`src/rtl/conv_pkg.sv`:
```
// rtl/conv_pkg.sv - shared constants, sample type and pooling FSM state
package conv_pkg;

    localparam int CONV_IN_DIM  = 8;
    localparam int CONV_K       = 3;
    localparam int CONV_OUT_DIM = 6;
    localparam int CONV_DATA_W  = 16;

    typedef logic [15:0] conv_sample_t;

    typedef enum logic {
        IDLE    = 1'b0,
        COLLECT = 1'b1
    } pool_state_e;

endpackage

```
`src/rtl/max2.sv`:
```
// rtl/max2.sv - combinational two-input maximum, signed or unsigned compare
module max2 #(
    parameter int DATA_W     = 16,
    parameter int SIGNED_CMP = 0
) (
    input  logic [DATA_W-1:0] a_i,
    input  logic [DATA_W-1:0] b_i,
    output logic [DATA_W-1:0] max_o
);

    logic a_ge_b;

    always_comb begin
        if (SIGNED_CMP != 0) begin
            a_ge_b = $signed(a_i) >= $signed(b_i);
        end else begin
            a_ge_b = a_i >= b_i;
        end
        max_o = a_ge_b ? a_i : b_i;
    end

endmodule

```
`src/rtl/conv_maxpool.sv`:
```
// rtl/conv_maxpool.sv - 2x2 stride-2 max pooling of the conv result stream
module conv_maxpool
    import conv_pkg::*;
#(
    parameter int DATA_W     = 16,
    parameter int IN_DIM     = 6,
    parameter int SIGNED_CMP = 0
) (
    input  logic              clk,
    input  logic              rst,
    input  logic              conv_out_st,
    input  logic [DATA_W-1:0] conv_dout,
    output logic [DATA_W-1:0] pool_dout,
    output logic              pool_valid,
    output logic              pool_first,
    output logic              pool_done,
    output logic              busy
);

    localparam int OUT_DIM = IN_DIM / 2;
    localparam int CW      = (IN_DIM > 2) ? $clog2(IN_DIM) : 1;
    localparam int JW      = (OUT_DIM > 1) ? $clog2(OUT_DIM) : 1;
    localparam logic [CW-1:0] LAST = CW'(IN_DIM - 1);
    localparam logic [CW-1:0] ONE  = CW'(1);

    pool_state_e       state_q, state_d;
    logic [CW-1:0]     row_q, col_q;
    logic [DATA_W-1:0] hold_q;
    logic [DATA_W-1:0] rowbuf_q [OUT_DIM];
    logic [DATA_W-1:0] dout_q;
    logic              valid_q, first_q, done_q;
    logic              accept, last_sample, win_end;
    logic [JW-1:0]     j;
    logic [DATA_W-1:0] upd_a, upd_max, out_max;

    assign j = JW'(col_q >> 1);

    always_ff @(posedge clk or posedge rst) begin
        if (rst) state_q <= IDLE;
        else     state_q <= state_d;
    end

    always_comb begin
        state_d = state_q;
        case (state_q)
            IDLE:    if (conv_out_st) state_d = COLLECT;
            COLLECT: if (last_sample) state_d = IDLE;
            default: state_d = IDLE;
        endcase
    end

    always_comb begin
        accept      = (state_q == COLLECT);
        busy        = accept;
        last_sample = accept && (row_q == LAST) && (col_q == LAST);
        win_end     = accept && row_q[0] && col_q[0];
    end

    // Even rows fold into rowbuf/hold; odd rows fold rowbuf back in, then emit.
    assign upd_a = row_q[0] ? rowbuf_q[j] : hold_q;

    max2 #(.DATA_W(DATA_W), .SIGNED_CMP(SIGNED_CMP)) u_max_row (
        .a_i  (upd_a),
        .b_i  (conv_dout),
        .max_o(upd_max)
    );

    max2 #(.DATA_W(DATA_W), .SIGNED_CMP(SIGNED_CMP)) u_max_out (
        .a_i  (hold_q),
        .b_i  (conv_dout),
        .max_o(out_max)
    );

    always_ff @(posedge clk or posedge rst) begin
        if (rst) begin
            row_q <= '0;
            col_q <= '0;
        end else if (!accept) begin
            if (conv_out_st) begin
                row_q <= '0;
                col_q <= '0;
            end
        end else if (col_q == LAST) begin
            col_q <= '0;
            row_q <= last_sample ? '0 : row_q + ONE;
        end else begin
            col_q <= col_q + ONE;
        end
    end

    always_ff @(posedge clk or posedge rst) begin
        if (rst) begin
            hold_q <= '0;
            dout_q <= '0;
            for (int i = 0; i < OUT_DIM; i++) rowbuf_q[i] <= '0;
        end else if (accept) begin
            case ({row_q[0], col_q[0]})
                2'b00:   hold_q      <= conv_dout;
                2'b01:   rowbuf_q[j] <= upd_max;
                2'b10:   hold_q      <= upd_max;
                default: dout_q      <= out_max;
            endcase
        end
    end

    always_ff @(posedge clk or posedge rst) begin
        if (rst) begin
            valid_q <= 1'b0;
            first_q <= 1'b0;
            done_q  <= 1'b0;
        end else begin
            valid_q <= win_end;
            first_q <= win_end && (row_q == ONE) && (col_q == ONE);
            done_q  <= win_end && last_sample;
        end
    end

    assign pool_dout  = dout_q;
    assign pool_valid = valid_q;
    assign pool_first = first_q;
    assign pool_done  = done_q;

endmodule

```
`config.mk`:
```
export PLATFORM = sky130hd
export DESIGN_NAME = conv_maxpool
export DESIGN_NICKNAME = d
export VERILOG_FILES = /design/src/rtl/conv_pkg.sv /design/src/rtl/max2.sv /design/src/rtl/conv_maxpool.sv
export SDC_FILE = /design/constraint.sdc
export NUM_CORES = 1
export LEC_CHECK = 0
export CELL_PAD_IN_SITES_DETAIL_PLACEMENT = 2
export CELL_PAD_IN_SITES_GLOBAL_PLACEMENT = 2
export CORE_ASPECT_RATIO = 0.8
export CORE_MARGIN = 2
export CORE_UTILIZATION = 37
export DETAILED_ROUTE_END_ITERATION = 10
export PLACE_DENSITY_LB_ADDON = 0.1
export SLEW_MARGIN = 20
export SYNTH_ARGS = -nofsm -noshare
export SYNTH_HDL_FRONTEND = slang
export SYNTH_SLANG_ARGS = --single-unit
```
`constraint.sdc`:
```
create_clock -name clk -period 3.39 [get_ports clk]
set_input_delay 0.339 -clock clk [delete_from_list [all_inputs] [get_ports clk]]
set_output_delay 0.339 -clock clk [all_outputs]
set_load 0.01 [all_outputs]
```
==> results of run 1 <==
-- area by class of cell --
cell class | count | area [sq um] | area share [%]
inverter | 22 | 85.08 | 1.170
multi-input combinational | 543 | 3496 | 48.06
sequential | 90 | 2253 | 30.98
clock buffer | 9 | 225.2 | 3.097
clock inverter | 7 | 125.1 | 1.720
tap | 220 | 275.3 | 3.785
timing repair buffer | 85 | 813.3 | 11.18
-- synthesized netlist by cell type, drive strengths merged (3+ instances only) --
cell type    n
a2111oi      4
a211oi      17
a21oi       54
and3         3
and3b       15
buf         30
clkbuf      26
dfrtp       90
ha          34
inv         22
mux2i       17
nand2      138
nand2b       7
nand3       70
nor2        53
nor3         3
o211ai      60
o21ai       27
o311ai       4
or3         16
-- worst paths after layout --
check / to / cells after the start
setup / recovery: hold_q[0]$_DFFE_PP0P_ / 13
hold / removal: pool_dout[13]$_DFFE_PP0P_ / 2
setup reg to reg: hold_q[0]$_DFFE_PP0P_ / 13
hold reg to reg: rowbuf_q[37]$_DFFE_PP0P_ / 2
max in group asynchronous: rowbuf_q[25]$_DFFE_PP0P_ / 3
min in group clk: rowbuf_q[37]$_DFFE_PP0P_ / 2
-- per-stage QoR --
step / TNS, ns / std cells / area, sq um / worst slack, ns
after CTS: 0 / 973 / 7229 / 0.04955
final: 0 / 976 / 7273 / 0.1658
after floorplan: 0 / 711 / 6121 / 0.4770
after global placement: 0 / 957 / 6879 / 0.2981
after global routing: -0.02500 / 976 / 7273 / -0.02500
after detailed placement: 0 / 957 / 6879 / 0.1501
-- registers in the layout, indices dropped and copies added (netlist names) --
register	flops
pool_valid	1
rowbuf_q	48
hold_q	16
pool_done	1
busy	1
row_q	3
pool_first	1
pool_dout	16
col_q	3
-- cells in the final DEF, fill, tap and decap left out, types with 2 or more instances in the layout --
cell             count
a2111oi_2            3
a211oi_1             2
a211oi_2            15
a21oi_1             51
a21oi_2              3
and3_1               3
and3b_1             15
and4_1               2
buf_12               6
buf_4               38
buf_6                2
bufinv_16            3
clkbuf_16            9
clkdlybuf4s50_1     38
clkinv_4             2
dfrtp_1             89
ha_1                34
inv_1               20
inv_6                2
mux2i_1             17
nand2_1            138
nand2b_1             6
nand3_1             70
nand4_1              2
nor2_1              51
nor2_2               2
nor3_1               3
nor3b_1              2
o211ai_1            25
o211ai_2            35
o21ai_0             26
o311ai_1             3
o31ai_1              2
or3_1               16
-- timing repair --
| item | 4_1_cts | 5_1_grt |
|---|---|---|
| hold buffers | 0 | 0 |
| setup buffers | 0 | 3 |
| gates resized for setup | 0 | 7 |
| endpoints found under the setup margin | 0 | 19 |
-- per-layer routing --
metal | vias to the layer above | part of all wire (%) | wire length [um] | GRT usage (%)
li1 | 2610 | - | - | -
met1 | 2998 | 47 | 11190 | 38.58
met2 | 107 | 49 | 11610 | 47.59
met3 | 18 | 3.5 | 826 | 4.751
met4 | 0 | 1.0 | 240 | 5.288
met5 | - | 0 | 0 | 0
-- kinds of logic after synthesis --
group / Yosys count
buffers and inverters: 78
and+or+nand+nor: 317
adders and majority gates: 34
DFF: 90
muxes: 17
AOI/OAI and AO/OA: 175
-- where the power goes --
part           internal [mW]  total [mW]  switching [mW]
logic                   1.94        5.07            3.13
clock network          0.730        1.21           0.484
registers               1.61        2.12           0.513
-- worst max-delay path, delay by kind of cell (launching register included) --
family	cells	cell delay, ns
muxes	1	0.21
DFF	1	0.41
AOI/OAI and AO/OA	6	1.45
buffers and inverters	2	0.35
adders and majority gates	1	0.34
and+or+nand+nor	3	0.29
==> results.cfg, run 1 <==
[synth]
seq_area_frac_synth_pct = 36.79
yosys_warnings = 0
synth_compound_area_share_pct = 22.94
synth_area_leaders = dfrtp_1, nand2_1, o211ai_2, ha_1, nand3_1
ys_seq_elements = 90
yosys.area_share.adder_pct = 6.950
syn_area_per_cell_sq_um = 8.609
synth_area_sq_um = 6121
synth_cell_types = 47
synth_mux_area_share_pct = 2.780
synthesis.nets = 764
synth_top_family_by_area = simple AND/OR/NAND/NOR gates
dominantRegCellSynth = dfrtp_1
synth-edff-count = 0
postSynthCellCount = 711
synth_area_leader_cell = dfrtp_1
async_reset_ff_share_pct = 100.0
netlist.area_leader.share_pct = 36.79
yosys.area_share.xor_xnor_pct = 0
synthSimpleGateAreaFrac_pct = 23.98

[die]
die_x_um = 147.8
row_count = 42
start_util_pct = 37.45
fp.dieH_um = 119.0
fp.coreArea_sq_um = 16340
ios = 39
die-area_sq_um = 17590

[sta]
relSlewSlack_pct = 30.53
finalMaxSlewViolations = 0
grt_setup_unrepaired = true
fmax_mhz = 310.2
setup_viol = 0
post-route-min-period_ns = 3.224
hold_ws_ns = 0.4765
max_slew.worst_pin.slew_ns = 1.042
timing.final.crit_share_pct = 95.11
hold_viol_final = 0
skew_ns = 0.007823

[grt]
first_global_vias = 6327
grt_usage_pct = 28.26
grt_overflow = 0
grt_pass1_wl_um = 37720
antenna_found_initial = 0
grt_max_degree = 55

[setup_path]
setup.worst_path.class = reg -> reg
rr_startpoint = col_q[1]$_DFFE_PP0P_
crit_required_ns = 3.58
slowest_stage = dfrtp_1
critPathLaunch = col_q[1]$_DFFE_PP0P_
crit_chain = buf_6 > mux2i_1 > nor2_1 > a21oi_1 > a21oi_1 > ha_1 > and3_1 > nand2_1 > o31a_1 > o211a_4 > buf_4 > a2111oi_2 > a2111oi_2
critPathArrivalTime_ns = 3.42
critical-path-max-stage-delay_ns = 0.41
crit_path_end_kind = flip-flop
cp_max_fo = 10
critPathLaunchType = flip-flop
r2r_setup_slack_ns = 0.17

[power_and_ir_drop]
p_per_area_nw_per_um2 = 1155
p_leak_nw = 3.174
p_total_mw = 8.402
peakVddDrop_mv = 0.4955

[layout]
drive_above_1_share_pct = 17.06
post-route-util_pct = 44.50
antenna_cells = 0
fillers = 1777
area_growth_pct = 18.83
fin_nets = 804

[placement]
port_buffers = 38
post-dp-hpwl_um = 16590
place.gp.congestion = 0.7971

[cts]
cts_tree = built
clkSinkCount = 90
clock_path_buffers = 2
cts_root_buf = clkbuf_16
cts_buffers = 9
clk_latency_ns = 0.36
htree_levels = 3
path_clk_slew_ns = 0.07

[job]
drv_cap = 0

[routing]
via_per_inst = 5.874
ant_nets = 0
drt_iter0_drc = 224
drt_first_pass_iters = 4
wirelength_um = 23870
routedWlPerCell_um = 24.45
vias = 5733
post-route-drc-count = 0

[worst_hold_path]
hp-class = in -> async

[run_status]
status = finished, final reports clean
Note: power is estimated with default switching activity, not from simulation.
==> inputs of run 2 (changes only) <==
PLACE_DENSITY = 0.85   (was not set)
PLACE_DENSITY_LB_ADDON = not set   (was 0.1)
==> results.cfg, run 2 (synthesis gave the netlist of run 1 again) <==
[cts]
clk_latency_ns = 0.37
clock_path_buffers = 2
hold_buffers = 0
cts_tree = built
cts_root_buf = clkbuf_16
path_clk_slew_ns = 0.07
cts_buffers = 9
clkSinkCount = 90
htree_levels = 3

[grt]
antenna_found_initial = 0
grt_usage_pct = 28.73
grt_max_degree = 48
grt_pass1_wl_um = 38590
grt_overflow = 0
first_global_vias = 6691

[routing]
post-route-drc-count = 0
wirelength_um = 24900
drt_iter0_drc = 373
drt_first_pass_iters = 5
ant_nets = 0
via_per_inst = 6.032
routedWlPerCell_um = 25.54
vias = 5881

[run_status]
status = finished, violations left
violations = setup timing

[layout]
largest_reg_flops = 48
final_common_cell = nand2_1
final_cells = 975
antenna_cells = 0
area_growth_pct = 18.89
finalInstanceArea_sq_um = 7277
post-route-util_pct = 44.53
regMostFlops = rowbuf_q
fin_nets = 803
drive_above_1_share_pct = 17.22
mostFrequentLayoutCells = nand2_1, dfrtp_1, nand3_1

[placement]
port_buffers = 38
post-dp-hpwl_um = 16280
placed_cell_area_sq_um = 6845
place.gp.congestion = 0.8524
dp_cells = 956

[worst_hold_path]
hp-class = in -> async

[power_and_ir_drop]
p_per_area_nw_per_um2 = 1183
p_leak_nw = 3.164
peakVddDrop_mv = 0.4683
p_total_mw = 8.610

[setup_path]
r2r_setup_slack_ns = -0.002
crit_required_ns = 3.59
critical-path-max-stage-delay_ns = 0.45
crit_path_end_kind = flip-flop
crit_chain = buf_8 > mux2i_1 > nor2_1 > a21oi_1 > a21oi_1 > ha_1 > and4_1 > a311oi_2 > o211a_4 > buf_12 > nor3b_1 > a2111oi_2
cp_max_fo = 30
ff2ff_path_depth = 12
rr_startpoint = col_q[1]$_DFFE_PP0P_
path_common_cell = a21oi_1
crit_family = compound AO/OA/AOI/OAI gates
setup.worst_path.class = reg -> reg
critPathLaunchType = flip-flop
path_buf_inv = 2
slowest_stage = dfrtp_1
r2r_end = hold_q[0]$_DFFE_PP0P_
critPathArrivalTime_ns = 3.59

[die]
fp.coreArea_sq_um = 16340
fp.dieH_um = 119.0
die_x_um = 147.8
ios = 39
start_util_pct = 37.45
row_count = 42
die-area_sq_um = 17590

[job]
drv_cap = 0

[sta]
skew_ns = 0.01222
setup_viol = 1
post-route-min-period_ns = 3.392
finalMaxSlewViolations = 0
grt_setup_unrepaired = true
relSlewSlack_pct = 28.38
hold_viol_final = 0
hold_ws_ns = 0.4861
fmax_mhz = 294.8
finalWorstSetupSlack_ns = -0.002061
timing.final.crit_share_pct = 100.1
max_slew.worst_pin.slew_ns = 1.074
run 2: repair_timing:
item / 4_1_cts / 5_1_grt
setup endpoints to repair: 0 / 36
buffers inserted: 0 / 2
endpoints found under the hold margin: 0 / 0
resized for setup: 0 / 15
run 2: how the worst max path moves through the flow:
stage	startpoint	end	slack [ns]	depth (start not counted)
4_1_cts	col_q[1]$_DFFE_PP0P_	rowbuf_q[6]$_DFFE_PP0P_	0.01	14
5_1_grt	col_q[1]$_DFFE_PP0P_	hold_q[0]$_DFFE_PP0P_	-0.14	12
3_5_place_dp	row_q[0]$_DFFE_PP0P_	rowbuf_q[6]$_DFFE_PP0P_	0.14	12
6_report	col_q[1]$_DFFE_PP0P_	hold_q[0]$_DFFE_PP0P_	-0.002	12
2_1_floorplan	col_q[1]$_DFFE_PP0P_	hold_q[0]$_DFFE_PP0P_	0.48	14
3_3_place_gp	col_q[1]$_DFFE_PP0P_	hold_q[0]$_DFFE_PP0P_	0.29	13
run 2: per-layer routing:
layer / GRT usage, % / vias up / wire (um)
met1: 35.34 / 3060 / 10530
li1: - / 2599 / -
met3: 4.138 / 55 / 1026
met4: 15.56 / 0 / 816
met5: 0 / - / 0
met2: 48.63 / 167 / 12530
run 2: worst register-to-register path: cells and delay by family (launching register included):
family / cells / cell delay, ns
AO/OA/AOI/OAI: 5 / 1.11
multiplexers: 1 / 0.21
adder cells (fa/ha/maj): 1 / 0.31
flip-flops: 1 / 0.45
buffers and inverters: 2 / 0.43
AND/OR/NAND/NOR: 3 / 0.71
run 2: per-stage QoR:
step	TNS, ns	setup slack, ns
floorplan	0	0.4770
global placement	0	0.2892
detailed placement	0	0.1429
CTS	0	0.01395
global route	-0.3479	-0.1369
finish	-0.002061	-0.002061
run 2: power breakdown:
part	internal, mW	switching, mW
Combinational	2.08	3.22
Sequential	1.61	0.584
Clock	0.635	0.478
Total	4.33	4.28
run 2: cell type report:
| class | instances | area (sq um) |
|---|---|---|
| clock buffers | 13 | 270.3 |
| flip-flops and latches | 90 | 2256 |
| fillers | 1773 | 9066 |
| repair buffers | 84 | 824.5 |
| well taps | 220 | 275.3 |
| inverters | 22 | 83.83 |
| clock inverters | 3 | 46.29 |
| multi-input cells | 543 | 3521 |
